[src/rtl/simproc_pkg.sv]
// Shared types and helpers for the simproc host-side sequencer.
package simproc_pkg;

  localparam int unsigned ADDR_W = 8;
  localparam int unsigned DATA_W = 8;

  // Host command opcodes as carried on cmd_op.
  typedef enum logic [1:0] {
    OP_MEM_WR = 2'b00,
    OP_MEM_RD = 2'b01,
    OP_RUN    = 2'b10,
    OP_STOP   = 2'b11
  } host_op_t;

  // Sequencer states.
  typedef enum logic [2:0] {
    ST_IDLE    = 3'd0,
    ST_MEM_WR  = 3'd1,
    ST_MEM_RD  = 3'd2,
    ST_SET_PC  = 3'd3,
    ST_START   = 3'd4,
    ST_RUNNING = 3'd5,
    ST_DRAIN   = 3'd6
  } ctrl_state_t;

  // Latched command payload: memory address / start PC and write data / count.
  typedef struct packed {
    logic [ADDR_W-1:0] addr;
    logic [DATA_W-1:0] data;
  } host_cmd_t;

  // Increment that sticks at all-ones.
  function automatic logic [DATA_W-1:0] sat_inc(input logic [DATA_W-1:0] v);
    return (v == '1) ? v : v + DATA_W'(1);
  endfunction

  // The core owns the memory port from START until the run has drained.
  function automatic logic core_owns(input ctrl_state_t s);
    return (s == ST_START) || (s == ST_RUNNING) || (s == ST_DRAIN);
  endfunction

endpackage

[src/rtl/simproc_host_ctrl_if.sv]
// Host command / response link of the simproc host controller.
interface simproc_host_ctrl_if;
  import simproc_pkg::*;

  logic              cmd_valid;
  logic              cmd_ready;
  host_op_t          cmd_op;
  logic [ADDR_W-1:0] cmd_addr;
  logic [DATA_W-1:0] cmd_data;
  logic              rsp_valid;
  logic [DATA_W-1:0] rsp_data;

  // Host side issues commands and collects responses.
  modport master (
    output cmd_valid, cmd_op, cmd_addr, cmd_data,
    input  cmd_ready, rsp_valid, rsp_data
  );

  // Controller side accepts commands and returns responses.
  modport slave (
    input  cmd_valid, cmd_op, cmd_addr, cmd_data,
    output cmd_ready, rsp_valid, rsp_data
  );

endinterface

[src/rtl/simproc_mem_mux.sv]
// Memory port select between the controller's latched request and the core.
module simproc_mem_mux
  import simproc_pkg::*;
(
  input  logic              owner,      // 1: core drives the port
  input  logic [ADDR_W-1:0] host_addr,
  input  logic [DATA_W-1:0] host_din,
  input  logic              host_we,
  input  logic [ADDR_W-1:0] core_addr,
  input  logic [DATA_W-1:0] core_din,
  input  logic              core_we,
  output logic [ADDR_W-1:0] mem_addr,
  output logic [DATA_W-1:0] mem_din,
  output logic              mem_we
);

  // Pass the owner's request straight to memory.
  always_comb begin
    mem_addr = host_addr;
    mem_din  = host_din;
    mem_we   = host_we;
    if (owner) begin
      mem_addr = core_addr;
      mem_din  = core_din;
      mem_we   = core_we;
    end
  end

endmodule

[src/rtl/simproc_host_ctrl.sv]
// Host-side sequencer: memory load/read, PC set, run/stop of the simproc core.
module simproc_host_ctrl
  import simproc_pkg::*;
(
  input  logic                clk,
  input  logic                rst,
  simproc_host_ctrl_if.slave  host,
  output logic                busy,
  input  logic [ADDR_W-1:0]   core_mem_addr,
  input  logic [DATA_W-1:0]   core_mem_din,
  input  logic                core_mem_we,
  output logic [DATA_W-1:0]   core_mem_dout,
  output logic [ADDR_W-1:0]   mem_addr,
  output logic [DATA_W-1:0]   mem_din,
  output logic                mem_we,
  input  logic [DATA_W-1:0]   mem_dout,
  output logic [ADDR_W-1:0]   core_pc_set_val,
  output logic                core_pc_set_wr,
  output logic                core_run,
  input  logic                core_halt,
  input  logic                core_done
);

  ctrl_state_t       state_q, state_d;
  host_cmd_t         cmd_q, cmd_d;
  logic [DATA_W-1:0] remaining_q, remaining_d;
  logic [DATA_W-1:0] retired_q, retired_d;
  logic              stop_req_q, stop_req_d;
  logic              rsp_valid_q, rsp_valid_d;
  logic [DATA_W-1:0] rsp_data_q, rsp_data_d;
  logic              busy_q, busy_d;
  logic              owner_q, owner_d;
  logic              own_we_q, own_we_d;
  logic [ADDR_W-1:0] pc_set_val_q, pc_set_val_d;
  logic              pc_set_wr_q, pc_set_wr_d;
  logic              core_run_q, core_run_d;

  logic cmd_ready;
  logic accept;

  // In RUNNING only a STOP may be taken, so ready follows cmd_op there.
  assign cmd_ready = (state_q == ST_IDLE) ||
                     ((state_q == ST_RUNNING) && (host.cmd_op == OP_STOP));
  assign accept    = host.cmd_valid && cmd_ready;

  assign host.cmd_ready = cmd_ready;
  assign host.rsp_valid = rsp_valid_q;
  assign host.rsp_data  = rsp_data_q;

  assign busy            = busy_q;
  assign core_pc_set_val = pc_set_val_q;
  assign core_pc_set_wr  = pc_set_wr_q;
  assign core_run        = core_run_q;
  assign core_mem_dout   = mem_dout;

  // Next state, counters, response, and next-cycle values of registered outputs.
  always_comb begin
    state_d     = state_q;
    cmd_d       = cmd_q;
    remaining_d = remaining_q;
    retired_d   = retired_q;
    stop_req_d  = stop_req_q;
    rsp_valid_d = 1'b0;
    rsp_data_d  = rsp_data_q;

    case (state_q)
      ST_IDLE: begin
        if (accept) begin
          cmd_d.addr = host.cmd_addr;
          cmd_d.data = host.cmd_data;
          unique case (host.cmd_op)
            OP_MEM_WR: state_d = ST_MEM_WR;
            OP_MEM_RD: state_d = ST_MEM_RD;
            OP_RUN:    state_d = ST_SET_PC;
            OP_STOP: begin
              rsp_valid_d = 1'b1;
              rsp_data_d  = '0;
            end
          endcase
        end
      end
      ST_MEM_WR: begin
        rsp_valid_d = 1'b1;
        rsp_data_d  = cmd_q.data;
        state_d     = ST_IDLE;
      end
      ST_MEM_RD: begin
        rsp_valid_d = 1'b1;
        rsp_data_d  = mem_dout;
        state_d     = ST_IDLE;
      end
      ST_SET_PC: begin
        remaining_d = cmd_q.data;
        retired_d   = '0;
        stop_req_d  = 1'b0;
        state_d     = ST_START;
      end
      ST_START: begin
        state_d = ST_RUNNING;
      end
      ST_RUNNING: begin
        if (accept) begin
          stop_req_d = 1'b1;
        end
        if (core_done) begin
          retired_d = sat_inc(retired_q);
          if (remaining_q != '0) begin
            remaining_d = remaining_q - DATA_W'(1);
          end
          // A boundary reached with run low is the last instruction.
          if (!core_run_q) begin
            state_d = ST_DRAIN;
          end
        end
      end
      ST_DRAIN: begin
        if (core_halt) begin
          rsp_valid_d = 1'b1;
          rsp_data_d  = retired_q;
          state_d     = ST_IDLE;
        end
      end
      default: state_d = ST_IDLE;
    endcase

    busy_d       = (state_d != ST_IDLE);
    owner_d      = core_owns(state_d);
    own_we_d     = (state_d == ST_MEM_WR);
    pc_set_wr_d  = (state_d == ST_SET_PC);
    pc_set_val_d = pc_set_wr_d ? cmd_d.addr : '0;
    // Run is dropped once a stop is pending or the last counted instruction is in flight.
    core_run_d   = (state_d == ST_START) ||
                   ((state_d == ST_RUNNING) && !stop_req_d &&
                    !((cmd_d.data != '0) && (remaining_d == DATA_W'(1))));
  end

  // State and output registers.
  always_ff @(posedge clk) begin
    if (rst) begin
      state_q      <= ST_IDLE;
      cmd_q        <= '0;
      remaining_q  <= '0;
      retired_q    <= '0;
      stop_req_q   <= 1'b0;
      rsp_valid_q  <= 1'b0;
      rsp_data_q   <= '0;
      busy_q       <= 1'b0;
      owner_q      <= 1'b0;
      own_we_q     <= 1'b0;
      pc_set_val_q <= '0;
      pc_set_wr_q  <= 1'b0;
      core_run_q   <= 1'b0;
    end else begin
      state_q      <= state_d;
      cmd_q        <= cmd_d;
      remaining_q  <= remaining_d;
      retired_q    <= retired_d;
      stop_req_q   <= stop_req_d;
      rsp_valid_q  <= rsp_valid_d;
      rsp_data_q   <= rsp_data_d;
      busy_q       <= busy_d;
      owner_q      <= owner_d;
      own_we_q     <= own_we_d;
      pc_set_val_q <= pc_set_val_d;
      pc_set_wr_q  <= pc_set_wr_d;
      core_run_q   <= core_run_d;
    end
  end

  // Memory port ownership select.
  simproc_mem_mux u_mem_mux (
    .owner     (owner_q),
    .host_addr (cmd_q.addr),
    .host_din  (cmd_q.data),
    .host_we   (own_we_q),
    .core_addr (core_mem_addr),
    .core_din  (core_mem_din),
    .core_we   (core_mem_we),
    .mem_addr  (mem_addr),
    .mem_din   (mem_din),
    .mem_we    (mem_we)
  );

endmodule

[src/flat_wrapper.sv]
// flat-port wrapper written by rule: the top's interface ports become plain ports
module simproc_host_ctrl_flat import simproc_pkg::*;
  (clk, rst, busy, core_mem_addr, core_mem_din, core_mem_we, core_mem_dout, mem_addr, mem_din, mem_we, mem_dout, core_pc_set_val, core_pc_set_wr, core_run, core_halt, core_done, host_cmd_valid, host_cmd_op, host_cmd_addr, host_cmd_data, host_cmd_ready, host_rsp_valid, host_rsp_data);
  simproc_host_ctrl_if host_i ();
  input  logic clk;
  input  logic rst;
  output logic busy;
  input  logic [ADDR_W-1:0] core_mem_addr;
  input  logic [DATA_W-1:0] core_mem_din;
  input  logic core_mem_we;
  output logic [DATA_W-1:0] core_mem_dout;
  output logic [ADDR_W-1:0] mem_addr;
  output logic [DATA_W-1:0] mem_din;
  output logic mem_we;
  input  logic [DATA_W-1:0] mem_dout;
  output logic [ADDR_W-1:0] core_pc_set_val;
  output logic core_pc_set_wr;
  output logic core_run;
  input  logic core_halt;
  input  logic core_done;
  input wire logic [$bits(host_i.cmd_valid)-1:0] host_cmd_valid;
  input wire logic [$bits(host_i.cmd_op)-1:0] host_cmd_op;
  input wire logic [$bits(host_i.cmd_addr)-1:0] host_cmd_addr;
  input wire logic [$bits(host_i.cmd_data)-1:0] host_cmd_data;
  output wire logic [$bits(host_i.cmd_ready)-1:0] host_cmd_ready;
  output wire logic [$bits(host_i.rsp_valid)-1:0] host_rsp_valid;
  output wire logic [$bits(host_i.rsp_data)-1:0] host_rsp_data;
  assign host_i.cmd_valid = host_cmd_valid;
  assign host_i.cmd_op = host_cmd_op;
  assign host_i.cmd_addr = host_cmd_addr;
  assign host_i.cmd_data = host_cmd_data;
  assign host_cmd_ready = host_i.cmd_ready;
  assign host_rsp_valid = host_i.rsp_valid;
  assign host_rsp_data = host_i.rsp_data;
  simproc_host_ctrl u_core (.clk(clk), .rst(rst), .host(host_i), .busy(busy), .core_mem_addr(core_mem_addr), .core_mem_din(core_mem_din), .core_mem_we(core_mem_we), .core_mem_dout(core_mem_dout), .mem_addr(mem_addr), .mem_din(mem_din), .mem_we(mem_we), .mem_dout(mem_dout), .core_pc_set_val(core_pc_set_val), .core_pc_set_wr(core_pc_set_wr), .core_run(core_run), .core_halt(core_halt), .core_done(core_done));
endmodule
[config.mk]
export PLATFORM = sky130hd
export DESIGN_NAME = simproc_host_ctrl_flat
export DESIGN_NICKNAME = d
export VERILOG_FILES = /design/src/rtl/simproc_pkg.sv /design/src/rtl/simproc_host_ctrl_if.sv /design/src/rtl/simproc_mem_mux.sv /design/src/rtl/simproc_host_ctrl.sv /design/src/flat_wrapper.sv
export SDC_FILE = /design/constraint.sdc
export NUM_CORES = 1
export LEC_CHECK = 0
export BUFFER_PORTS_ARGS = -buffer_cell sky130_fd_sc_hd__buf_4
export CORE_ASPECT_RATIO = 0.6
export CORE_MARGIN = 8
export CORE_UTILIZATION = 32
export CTS_BUF_LIST = sky130_fd_sc_hd__clkbuf_8
export CTS_CLUSTER_DIAMETER = 80
export CTS_CLUSTER_SIZE = 10
export DETAILED_ROUTE_END_ITERATION = 8
export PLACE_DENSITY = 0.58
export SLEW_MARGIN = 0
export SYNTH_ARGS = -nofsm -noshare
export SYNTH_HDL_FRONTEND = slang
export SYNTH_SLANG_ARGS = --single-unit
export TNS_END_PERCENT = 10
[constraint.sdc]
create_clock -name clk -period 2.8 [get_ports clk]
set_clock_uncertainty 0.1 [all_clocks]
set_input_delay 0.56 -clock clk [delete_from_list [all_inputs] [get_ports clk]]
set_output_delay 0.56 -clock clk [all_outputs]
set_load 0.1 [all_outputs]
; Yosys cells after proc, flatten, opt, wreduce, memory -nomap -nowiden
; Index checks and enable logic that the tools add are counted.
[classes]
add_sub_neg = 2
n_eq_ne = 21
mux = 27
n_bitwise = 1
n_reduce_logical = 22
[ops]
columns = operator, count
row1 = $mux 8, 9
row2 = $mux 16, 2
row3 = $pmux 8 s2, 2
row4 = $pmux 8 s4, 1
row5 = $eq 3x3->1 const B, 6
row6 = $reduce_bool 8->1, 2
row7 = $pmux 3 s5, 1
row8 = $mux 3, 4
row9 = $eq 3x2->1 const B, 3
row10 = $pmux 3 s3, 1
row11 = $add 8x1->8 const B, 1
row12 = $eq 8x1->1 const B, 1
row13 = $eq 8x8->1 const B, 1
row14 = $ne 2x2->1 const B, 4
row15 = $sub 8x1->8 const B, 1
row16 = $eq 3x1->1 const B, 2
row17 = $logic_and 1x1->1, 5
row18 = $mux 1, 5
row19 = $eq 2x2->1 const B, 2
row20 = $logic_or 1x1->1, 4
row21 = $reduce_and 4->1, 1
row22 = $reduce_bool 4->1, 1
row23 = $reduce_or 2->1, 2
row24 = $logic_not 3->1, 1
row25 = 10 further kinds, 11
[totals]
reg_bits = 58
input_bits = 48
output_inout_bits = 46
wordCells = 87

; Longest topological paths before layout
; Gate-level depths: netlist of run 1.
[logic_depth]
word_depth = 11
mapped_depth = 9
mapped_depth_nobuf = 8

; Hierarchy
; Synthesis of run 1 repeated with hierarchy kept, for this count alone.
[unflattened]
cells_unflattened = 364
area_unflattened_um2 = 3235.6
[by_module_without_submodules]
columns = module, n_inst, cells_each, area_each_um2, seq_area_each_um2
row1 = simproc_host_ctrl, 1, 345, 2975.4, 1161.1
row2 = simproc_mem_mux, 1, 19, 260.2, 0.0

; Worst setup path after synthesis of run 1
; Ideal clock, no wire load.
[synth_path]
kind = reg2reg
from = reg u_core.state_q[0]
to = reg u_core.core_run_q, in the netlist u_core.core_run
setup_ns = 0.120
t_arrival_ns = 3.060
t_required_ns = 2.580
path_slack_ns = -0.479
stages_incl_launch_ff = 8
n_path_buf = 2
period_less_slack_ns = 3.279
cell_sequence = dfxtp_1 > buf_6 > clkbuf_1 > or2_2 > a21oi_1 > a32oi_1 > o211a_1 > o31a_1
[synth_via]
elab_chain_cells = 11
elab_cells_between_ends = 29
classes_between = eq/ne (7) / mux (11) / reduce/logical (11)
[synth_lines]
columns = item, line
row1 = from (decl), simproc_host_ctrl.sv:24  ; ctrl_state_t state_q, state_d;
row2 = from (signal assigned), simproc_host_ctrl.sv:154  ; state_q <= state_d;
row3 = $eq 3x3->1, simproc_host_ctrl.sv:43  ; ((state_q == ST_RUNNING) && (host.cmd_op == OP_STOP));
row4 = $logic_and 1x1->1, simproc_host_ctrl.sv:43
row5 = $logic_or 1x1->1 *, simproc_host_ctrl.sv:42  ; assign cmd_ready = (state_q == ST_IDLE) ||
row6 = named net host_cmd_ready, flat_wrapper.sv:25  ; output wire logic [$bits(host_i.cmd_ready)-1:0] host_cmd_ready;
row7 = $logic_and 1x1->1 *, simproc_host_ctrl.sv:44  ; assign accept = host.cmd_valid && cmd_ready;
row8 = branches (longest 6 deep; another with $pmux 3 s5), --
row9 = $logic_or 1x1->1 *, simproc_host_ctrl.sv:132  ; core_run_d = (state_d == ST_START) ||
row10 = to (signal assigned), simproc_host_ctrl.sv:166  ; core_run_q <= core_run_d;
row11 = to (decl), simproc_host_ctrl.sv:36  ; logic core_run_q, core_run_d;
; Mark *: on every way through the listed nets, which the timed path passes.
; A chain may end at the register's enable or synchronous reset.

; Worst setup path after layout of run 1
[layout_path]
from = reg u_core.state_q[2]
to = out host_cmd_ready
[layout_via]
elab_chain_cells = 3
elab_cells_between_ends = 4
classes_between = eq/ne (1) / reduce/logical (3)
[layout_lines]
columns = item, line
row1 = $eq 3x3->1, simproc_host_ctrl.sv:43
row2 = $logic_and 1x1->1, simproc_host_ctrl.sv:43
row3 = $logic_or 1x1->1 *, simproc_host_ctrl.sv:42
row4 = to (decl), flat_wrapper.sv:25
; Mark *: on every way between the ends. The rest lies on a longest branch, timed or not.

==> metrics.cfg, run 1 <==
[outcome]
outcome=complete, no violations

[global_route]
grt_pass1_vias=2890
grt_use_total_pct=14.9
grt_pass1_wl_microns=15300
antenna_found_initial=0
grt_max_degree=45
grt-ovfl-total=0

[worst_setup_path]
required_ps=2140
worstSetupEndpointType=output pin
crit_slowest_cell=dfxtp_1
slowest_delay_ps=710
crit_arrival_ps=1790
crit_path_start_kind=register
critPathKind=register to output pin
crit_chain=nand3_1 > a21oi_2 > buf_4
crit_fanout=17

[logic_synthesis]
synth.distinct_cells=54
avgSynthCellArea_sq_um=8.49
synth_edf_count=0
synth_xor_area_share_pct=2.86
synth_fa_ha_area_share_pct=2.86
ys_seq_area_share_pct=37.9
synth_top_family_by_area=simple AND/OR/NAND/NOR gates
synthCells=361
syn-num-nets=416
synthSimpleGateAreaFrac_pct=23.5
async_flop_share_pct=0
synth_mux_area_share_pct=12.5
synth_seq_cells=58
synth_compound_area_share_pct=14.1
synth_warnings=0
syn_area_sq_um=3070
synth_top_flop_cell=dfxtp_1

[routing]
route.detailed.drc=0
routed_via_density=5.02
detail-route-antenna-nets=0
wire_per_inst_microns=16.7
drtIter0Drc=201
first_pass_iters=5
vias=2897
drt-total-wl_microns=9640

[final_layout]
diodes=0
drive_gt1_share_pct=32.9
postLayoutCoreUtil_pct=43.3
multi_input_area_sq_um=1710
seqCellArea_sq_um=1160
num-fill-cells=946
layout.nets=497
area.growth.synth_to_final_pct=30.7

[clock_network]
post_cts_buffers=0
clk_pin_slew_worst_paths_ps=60
holdBufCountCts=0
cts_buffer_depth=2
cts_resized=0
tritoncts=built
cts_buffers=9
clkSinkCount=58
h-tree-depth=3
clk_latency_ps=330
cts_root_buffer=clkbuf_8

[timing]
period_needed_ps=2450
hold_ws_ps=380
clock.fmax_mhz=408
fin_ws_ps=349
timing_hold_violations_final=0
setup_tns_ps=0
period_share_pct=87.5
setup_viol=0
slew_violations=0
worstMarginPinSlew_ps=736
rsz0062_at_grt=no
maxSlewHeadroom_pct=50.9

[floorplan]
dieArea_sq_um=13100
die_width_microns=142
start_util_pct=33.1
std_cell_rows=27
core_sq_um=9260
die_h_microns=91.8
io_pins=94

[placement]
hpwlAfterDp_microns=7370
pre_cts_slack_ps=330
routabilityCongestion=0.804
numPortBuffers=93

[pwr]
leakagePower_nw=1.74
power_mw=2.05
powerDensity_nw_per_um2=512
peakVddDrop_uv=221

[hold_path]
hp-class=primary input to register

[flow_run]
max_cap_violations=0

cell families (layout without fill, tap and decap cells):
kind of cell | Yosys count | in the layout
and+or+nand+nor | 146 | 146
DFF | 58 | 58
muxes | 36 | 36
buffers and inverters | 38 | 124
xor gates and xnor gates | 10 | 10
adders and majority gates | 7 | 7
AOI/OAI and AO/OA | 66 | 66
synth_stat cells (6+ instances only):
cell | n | share of area [%]
nand3_1 | 7 | 1.1
xor2_1 | 6 | 1.7
inv_1 | 6 | 0.73
nand2_1 | 29 | 3.6
mux2i_1 | 18 | 5.9
buf_4 | 8 | 2.0
nor2_1 | 69 | 8.4
clkbuf_1 | 16 | 2.0
ha_1 | 7 | 2.9
dfxtp_1 | 58 | 38
mux2_2 | 18 | 6.6
a21oi_1 | 33 | 5.4
final cells by class:
type,instances,share of cell area [%]
tap,130,4.06
inverter,7,0.656
multi-input combinational,265,42.8
timing repair buffer,101,18.9
clock inverter,4,0.437
sequential,58,29.0
clock buffer,12,4.12
state kept, by name, summed over array words and instances (netlist names):
signal and flops:
u_core.cmd_q 16, u_core.owner_q 1, u_core.remaining_q 8, u_core.core_run 1
u_core.stop_req_q 1, u_core.host.rsp_data 8, u_core.busy 1, u_core.core_pc_set_val 8
u_core.state_q 3, u_core.retired_q 8, u_core.core_pc_set_wr 1, u_core.host.rsp_valid 1
u_core.own_we_q 1
per-stage QoR:
| stage | instances | area (sq um) |
|---|---|---|
| floorplan | 361 | 3070 |
| global placement | 561 | 3820 |
| detailed placement | 561 | 3820 |
| CTS | 577 | 4010 |
| global route | 577 | 4010 |
| finish | 577 | 4010 |
cells in the final DEF (no fill, tap or decap), types with 2 or more instances in the layout:
cell type,Yosys,routed
a21oi_1,33,32
a21oi_2,1,2
a222oi_1,2,2
a22o_1,5,5
a22oi_1,3,3
a31oi_1,4,4
and3_1,5,5
and4_1,2,2
buf_4,8,101
clkbuf_8,0,12
clkinv_2,0,2
dfxtp_1,58,58
ha_1,7,7
inv_1,6,8
mux2_2,18,18
mux2i_1,18,18
nand2_1,29,29
nand2b_1,4,4
nand3_1,7,7
nand3b_1,5,5
nand4_1,2,2
nor2_1,69,69
nor2b_1,5,5
nor4_1,5,5
nor4b_2,2,2
o21ai_0,5,5
xnor2_1,4,4
xor2_1,6,6
worst paths after layout:
path	slack, ps	end	cells after the start	start
setup / recovery	350	host_cmd_ready	3	u_core.state_q[2]
hold / removal	380	u_core.cmd_q[8]	3	host_cmd_addr[0]
setup reg to reg	380	u_core.core_run	6	u_core.state_q[2]
hold reg to reg	410	u_core.stop_req_q	2	u_core.stop_req_q
layer usage:
metal,vias up,global-route usage (%),share of wire [%]
met3,4,5.59,7.6
met5,-,0,0
met2,108,21.6,42
li1,1418,-,-
met1,1367,20.8,50
met4,0,2.46,0.26
worst max-delay path: cells and delay by family (launching register included):
kind,cells,cell delay (ps)
flip-flops,1,710
buffers and inverters,1,320
AO/OA/AOI/OAI,1,230
AND/OR/NAND/NOR,1,180
power by group:
group,internal [mW],switching (mW),leakage [nW]
combinational,0.141,0.328,1.16
clock,0.384,0.323,0.105
sequential,0.848,0.0263,0.471
Power figures use the tool's default switching activity.
==> inputs of run 2 (changes only) <==
--- a/config.mk
+++ b/config.mk
@@ -13,6 +13,7 @@
 export CTS_CLUSTER_DIAMETER = 80
 export CTS_CLUSTER_SIZE = 10
 export DETAILED_ROUTE_END_ITERATION = 8
+export MAX_ROUTING_LAYER = met4
 export PLACE_DENSITY = 0.58
 export SLEW_MARGIN = 0
 export SYNTH_ARGS = -nofsm -noshare
==> metrics.cfg, run 2 (synthesis results as in run 1) <==
[outcome]
outcome=complete, no violations

[clock_network]
clk_latency_ps=340  ; about the same
clkSinkCount=58  ; unchanged
holdBufCountCts=0  ; unchanged
cts_root_buffer=clkbuf_8
cts_buffer_depth=2  ; unchanged
post_cts_buffers=0  ; unchanged
h-tree-depth=3  ; unchanged
tritoncts=built
cts_buffers=9  ; unchanged
cts_resized=0  ; unchanged
clk_pin_slew_worst_paths_ps=60  ; about the same

[final_layout]
layout.nets=497  ; unchanged
instances_no_fill=577  ; unchanged
final_common_cell=buf_4
largest_register=u_core.cmd_q
final_cell_mix=101 x buf_4, 69 x nor2_1, 58 x dfxtp_1, 32 x a21oi_1, 29 x nand2_1
diodes=0  ; unchanged
fin_area_sq_um=4010  ; unchanged
postLayoutCoreUtil_pct=43.3  ; unchanged
largest_reg_flops=16  ; unchanged
area.growth.synth_to_final_pct=30.7  ; unchanged
num-fill-cells=946  ; unchanged
drive_gt1_share_pct=32.9  ; unchanged

[routing]
detail-route-antenna-nets=0  ; unchanged
wl_met3_microns=640  ; -13%
drt-total-wl_microns=9630  ; -0.17%
first_pass_iters=5  ; unchanged
routed_via_density=5.00  ; -0.35%
wl_met2_microns=4030  ; -0.17%
wire_per_inst_microns=16.7  ; -0.17%
met1_length_microns=4910  ; +1.2%
vias=2887  ; -0.35%
route.detailed.drc=0  ; unchanged
top_layer=met4
drtIter0Drc=242  ; +20%

[timing]
slew_violations=0  ; unchanged
fin_ws_ps=349  ; -0.564 ps
period_needed_ps=2450  ; +0.564 ps
clock.fmax_mhz=408  ; about the same
rsz0062_at_grt=no
setup_tns_ps=0  ; unchanged
hold_ws_ps=379  ; -0.354 ps
timing_hold_violations_final=0  ; unchanged
period_share_pct=87.5  ; about the same
maxSlewHeadroom_pct=50.6  ; -0.30 points
setup_viol=0  ; unchanged
worstMarginPinSlew_ps=733  ; -2.31 ps

[floorplan]
dieArea_sq_um=13100  ; unchanged
io_pins=94  ; unchanged
core_sq_um=9260  ; unchanged
die_h_microns=91.8  ; unchanged
start_util_pct=33.1  ; unchanged
std_cell_rows=27  ; unchanged
die_width_microns=142  ; unchanged

[worst_setup_path]
critPathKind=register to output pin
required_ps=2140  ; about the same
worstSetupEndpointType=output pin
crit_arrival_ps=1790  ; about the same
crit_path_start_kind=register
slowest_delay_ps=800  ; +90 ps
crit_slowest_cell=dfxtp_1
cpLargestDelayFamily=flip-flops
crit_fanout=17  ; unchanged
crit_chain=mux2_2 > buf_4
r2r_slack_ps=390  ; about the same
crit_buf_inv=1  ; unchanged

[global_route]
antenna_found_initial=0  ; unchanged
grt_pass1_vias=2882  ; -0.28%
grt_pass1_wl_microns=15300  ; -0.14%
grt_max_degree=45  ; unchanged
grt-ovfl-total=0  ; unchanged
grt_use_total_pct=15.3  ; +0.39 points

[placement]
pre_cts_slack_ps=330  ; unchanged
routabilityCongestion=0.815  ; +1.4%
dp.cells=561  ; unchanged
numPortBuffers=93  ; unchanged
hpwlAfterDp_microns=7370  ; unchanged
post_dp_cell_area_sq_um=3820  ; unchanged

[pwr]
peakVddDrop_uv=221  ; -0.32%
power_mw=2.05  ; about the same
leakagePower_nw=1.74  ; unchanged
powerDensity_nw_per_um2=512  ; about the same

[flow_run]
max_cap_violations=0  ; unchanged

[hold_path]
hp-class=primary input to register

run 2: cell counts in the layout (fill, tap and decap cells not counted):
Identical to the previous run, type by type.
run 2: layout make-up:
| cell class | count | area, sq um | share of cell area (%) |
|---|---|---|---|
| tap | 130 | 163 | 4.06 |
| timing repair buffer | 101 | 758 | 18.9 |
| multi-input combinational | 265 | 1710 | 42.8 |
| sequential | 58 | 1160 | 29.0 |
| inverter | 7 | 26.3 | 0.656 |
| clock inverter | 4 | 17.5 | 0.437 |
| clock buffer | 12 | 165 | 4.12 |
run 2: worst reg2reg max path, cell delays in order, from the launching register on:
cell     delay (ps)
dfxtp_1         500
or4b_4          750
nor2_2          160
a22oi_2         120
or3b_1          560
nor2_1          160
run 2: final timing paths:
kind / startpoint / end / depth (start not counted)
setup reg to reg: u_core.state_q[2] / u_core.core_pc_set_val[2] / 5
hold reg to reg: u_core.stop_req_q / u_core.stop_req_q / 2
setup / recovery: u_core.owner_q / mem_din[0] / 2
hold / removal: host_cmd_addr[0] / u_core.cmd_q[8] / 3
run 2: layer usage:
layer  track usage (%)  vias to the layer above
met3              4.55                        8
li1                  -                     1417
met5                 -                        -
met4              3.25                        0
met1              20.9                     1351
met2              21.7                      111
run 2: report_power, final:
part	total, mW	switching [mW]	internal [mW]
Combinational	0.469	0.328	0.141
Clock	0.709	0.324	0.384
Sequential	0.874	0.0264	0.848
Total	2.05	0.679	1.37
==> inputs of run 3 (changes only) <==
--- a/config.mk
+++ b/config.mk
@@ -9,7 +9,7 @@
 export CORE_ASPECT_RATIO = 0.6
 export CORE_MARGIN = 8
 export CORE_UTILIZATION = 32
-export CTS_BUF_LIST = sky130_fd_sc_hd__clkbuf_8
+export CTS_BUF_LIST = sky130_fd_sc_hd__clkbuf_4 sky130_fd_sc_hd__clkbuf_8
 export CTS_CLUSTER_DIAMETER = 80
 export CTS_CLUSTER_SIZE = 10
 export DETAILED_ROUTE_END_ITERATION = 8
==> metrics.cfg, run 3 (synthesis results as in run 1) <==
[timing]
slew_violations=0  ; unchanged
period_share_pct=87.5  ; about the same
rsz0062_at_grt=no
maxSlewHeadroom_pct=50.2  ; -0.38 points
period_needed_ps=2450  ; -1.91 ps
fin_ws_ps=351  ; +1.91 ps
setup_tns_ps=0  ; unchanged
clock.fmax_mhz=408  ; about the same
worstMarginPinSlew_ps=746  ; +12.4 ps
setup_viol=0  ; unchanged
timing_hold_violations_final=0  ; unchanged

[worst_setup_path]
critPathKind=register to output pin
r2r_cells=5  ; unchanged
slowest_delay_ps=800  ; about the same
crit_fanout=17  ; unchanged
worstSetupEndpointType=output pin
cpLargestDelayFamily=flip-flops
required_ps=2140  ; about the same
crit_path_start_kind=register
crit_arrival_ps=1790  ; about the same
crit_buf_inv=1  ; unchanged
cp_num_cells=2  ; unchanged
crit_chain=mux2_2 > buf_4
crit_slowest_cell=dfxtp_1

[global_route]
grt_pass1_vias=2882  ; unchanged
grt_max_degree=45  ; unchanged
grt-ovfl-total=0  ; unchanged
antenna_found_initial=0  ; unchanged
grt_use_total_pct=15.3  ; about the same
grt_pass1_wl_microns=15300  ; about the same

[pwr]
power_mw=2.08  ; +1.2%
leakagePower_nw=1.74  ; about the same
peakVddDrop_uv=219  ; -0.61%
powerDensity_nw_per_um2=518  ; +1.0%

[flow_run]
max_cap_violations=0  ; unchanged

[clock_network]
post_cts_buffers=0  ; unchanged
clk_pin_slew_worst_paths_ps=60  ; about the same
cts_resized=0  ; unchanged
clkSinkCount=58  ; unchanged
holdBufCountCts=0  ; unchanged
cts_buffers=9  ; unchanged
tritoncts=built
clk_latency_ps=330  ; about the same
h-tree-depth=3  ; unchanged
cts_buffer_depth=2  ; unchanged
cts_root_buffer=clkbuf_8

[final_layout]
drive_gt1_share_pct=33.3  ; +0.45 points
diodes=0  ; unchanged
area.growth.synth_to_final_pct=30.9
largest_reg_flops=16  ; unchanged
largest_register=u_core.cmd_q
final_common_cell=buf_4
final_cell_mix=101 x buf_4, 69 x nor2_1, 58 x dfxtp_1, 32 x a21oi_1, 29 x nand2_1
instances_no_fill=577  ; unchanged
layout.nets=497  ; unchanged

[outcome]
outcome=complete, no violations

[routing]
route.detailed.drc=0  ; unchanged
drt-total-wl_microns=9570  ; -0.60%
first_pass_iters=4  ; -1
routed_via_density=4.95  ; -1.1%
wire_per_inst_microns=16.6  ; -0.60%
drtIter0Drc=242  ; unchanged
detail-route-antenna-nets=0  ; unchanged
vias=2855  ; -1.1%

[floorplan]
core_sq_um=9260  ; unchanged
die_h_microns=91.8  ; unchanged
dieArea_sq_um=13100  ; unchanged
start_util_pct=33.1  ; unchanged
std_cell_rows=27  ; unchanged
io_pins=94  ; unchanged
die_width_microns=142  ; unchanged

[placement]
routabilityCongestion=0.815  ; unchanged
hpwlAfterDp_microns=7370  ; unchanged
dp.cells=561  ; unchanged
pre_cts_slack_ps=330  ; unchanged
numPortBuffers=93  ; unchanged

[hold_path]
whs_path_depth=3  ; unchanged
hp-class=primary input to register

-- run 3: changes by cell type in the layout (fill, tap and decap cells not counted) --
cell / change
clkbuf_4: +2
inv_1: -2
-- run 3: area by class of cell --
class                   count  area, sq um
multi-input cells         265         1710
flip-flops and latches     58         1160
repair buffers            101          758
clock buffers              14          180
clock inverters             2         10.0
well taps                 130          163
inverters                   7         26.3
fillers                   944         5240
-- run 3: power breakdown --
part	total [mW]	internal [mW]	switching (mW)	leakage [nW]
sequential	0.874	0.848	0.0261	0.471
combinational	0.469	0.141	0.328	1.16
clock	0.734	0.411	0.323	0.103
total	2.08	1.40	0.677	1.74
-- run 3: final timing paths --
check,startpoint,end,slack [ps]
hold / removal,host_cmd_addr[0],u_core.cmd_q[8],380
setup reg to reg,u_core.state_q[2],u_core.core_pc_set_val[2],400
hold reg to reg,u_core.host.rsp_data[4],u_core.host.rsp_data[4],410
setup / recovery,u_core.owner_q,mem_din[0],350
-- run 3: worst register-to-register path: stages (launching register included) --
cell and delay [ps]:
dfxtp_1 490, or4b_4 740, nor2_2 150, a22oi_2 120, or3b_1 560, nor2_1 160
-- run 3: per-layer routing --
layer	GRT usage (%)	part of all wire, %
met5	-	0
met4	3.25	0.77
met3	4.55	6.2
met2	21.7	42
met1	20.9	51
-- run 3: stage by stage --
stage          hold slack [ps]  utilization, %  instance area, sq um
2_1_floorplan              347               -                  3070
3_3_place_gp               387            41.3                  3820
3_5_place_dp               386            41.3                  3820
4_1_cts                    370            43.3                  4010
5_1_grt                    383            43.3                  4010
6_report                   381            43.3                  4010
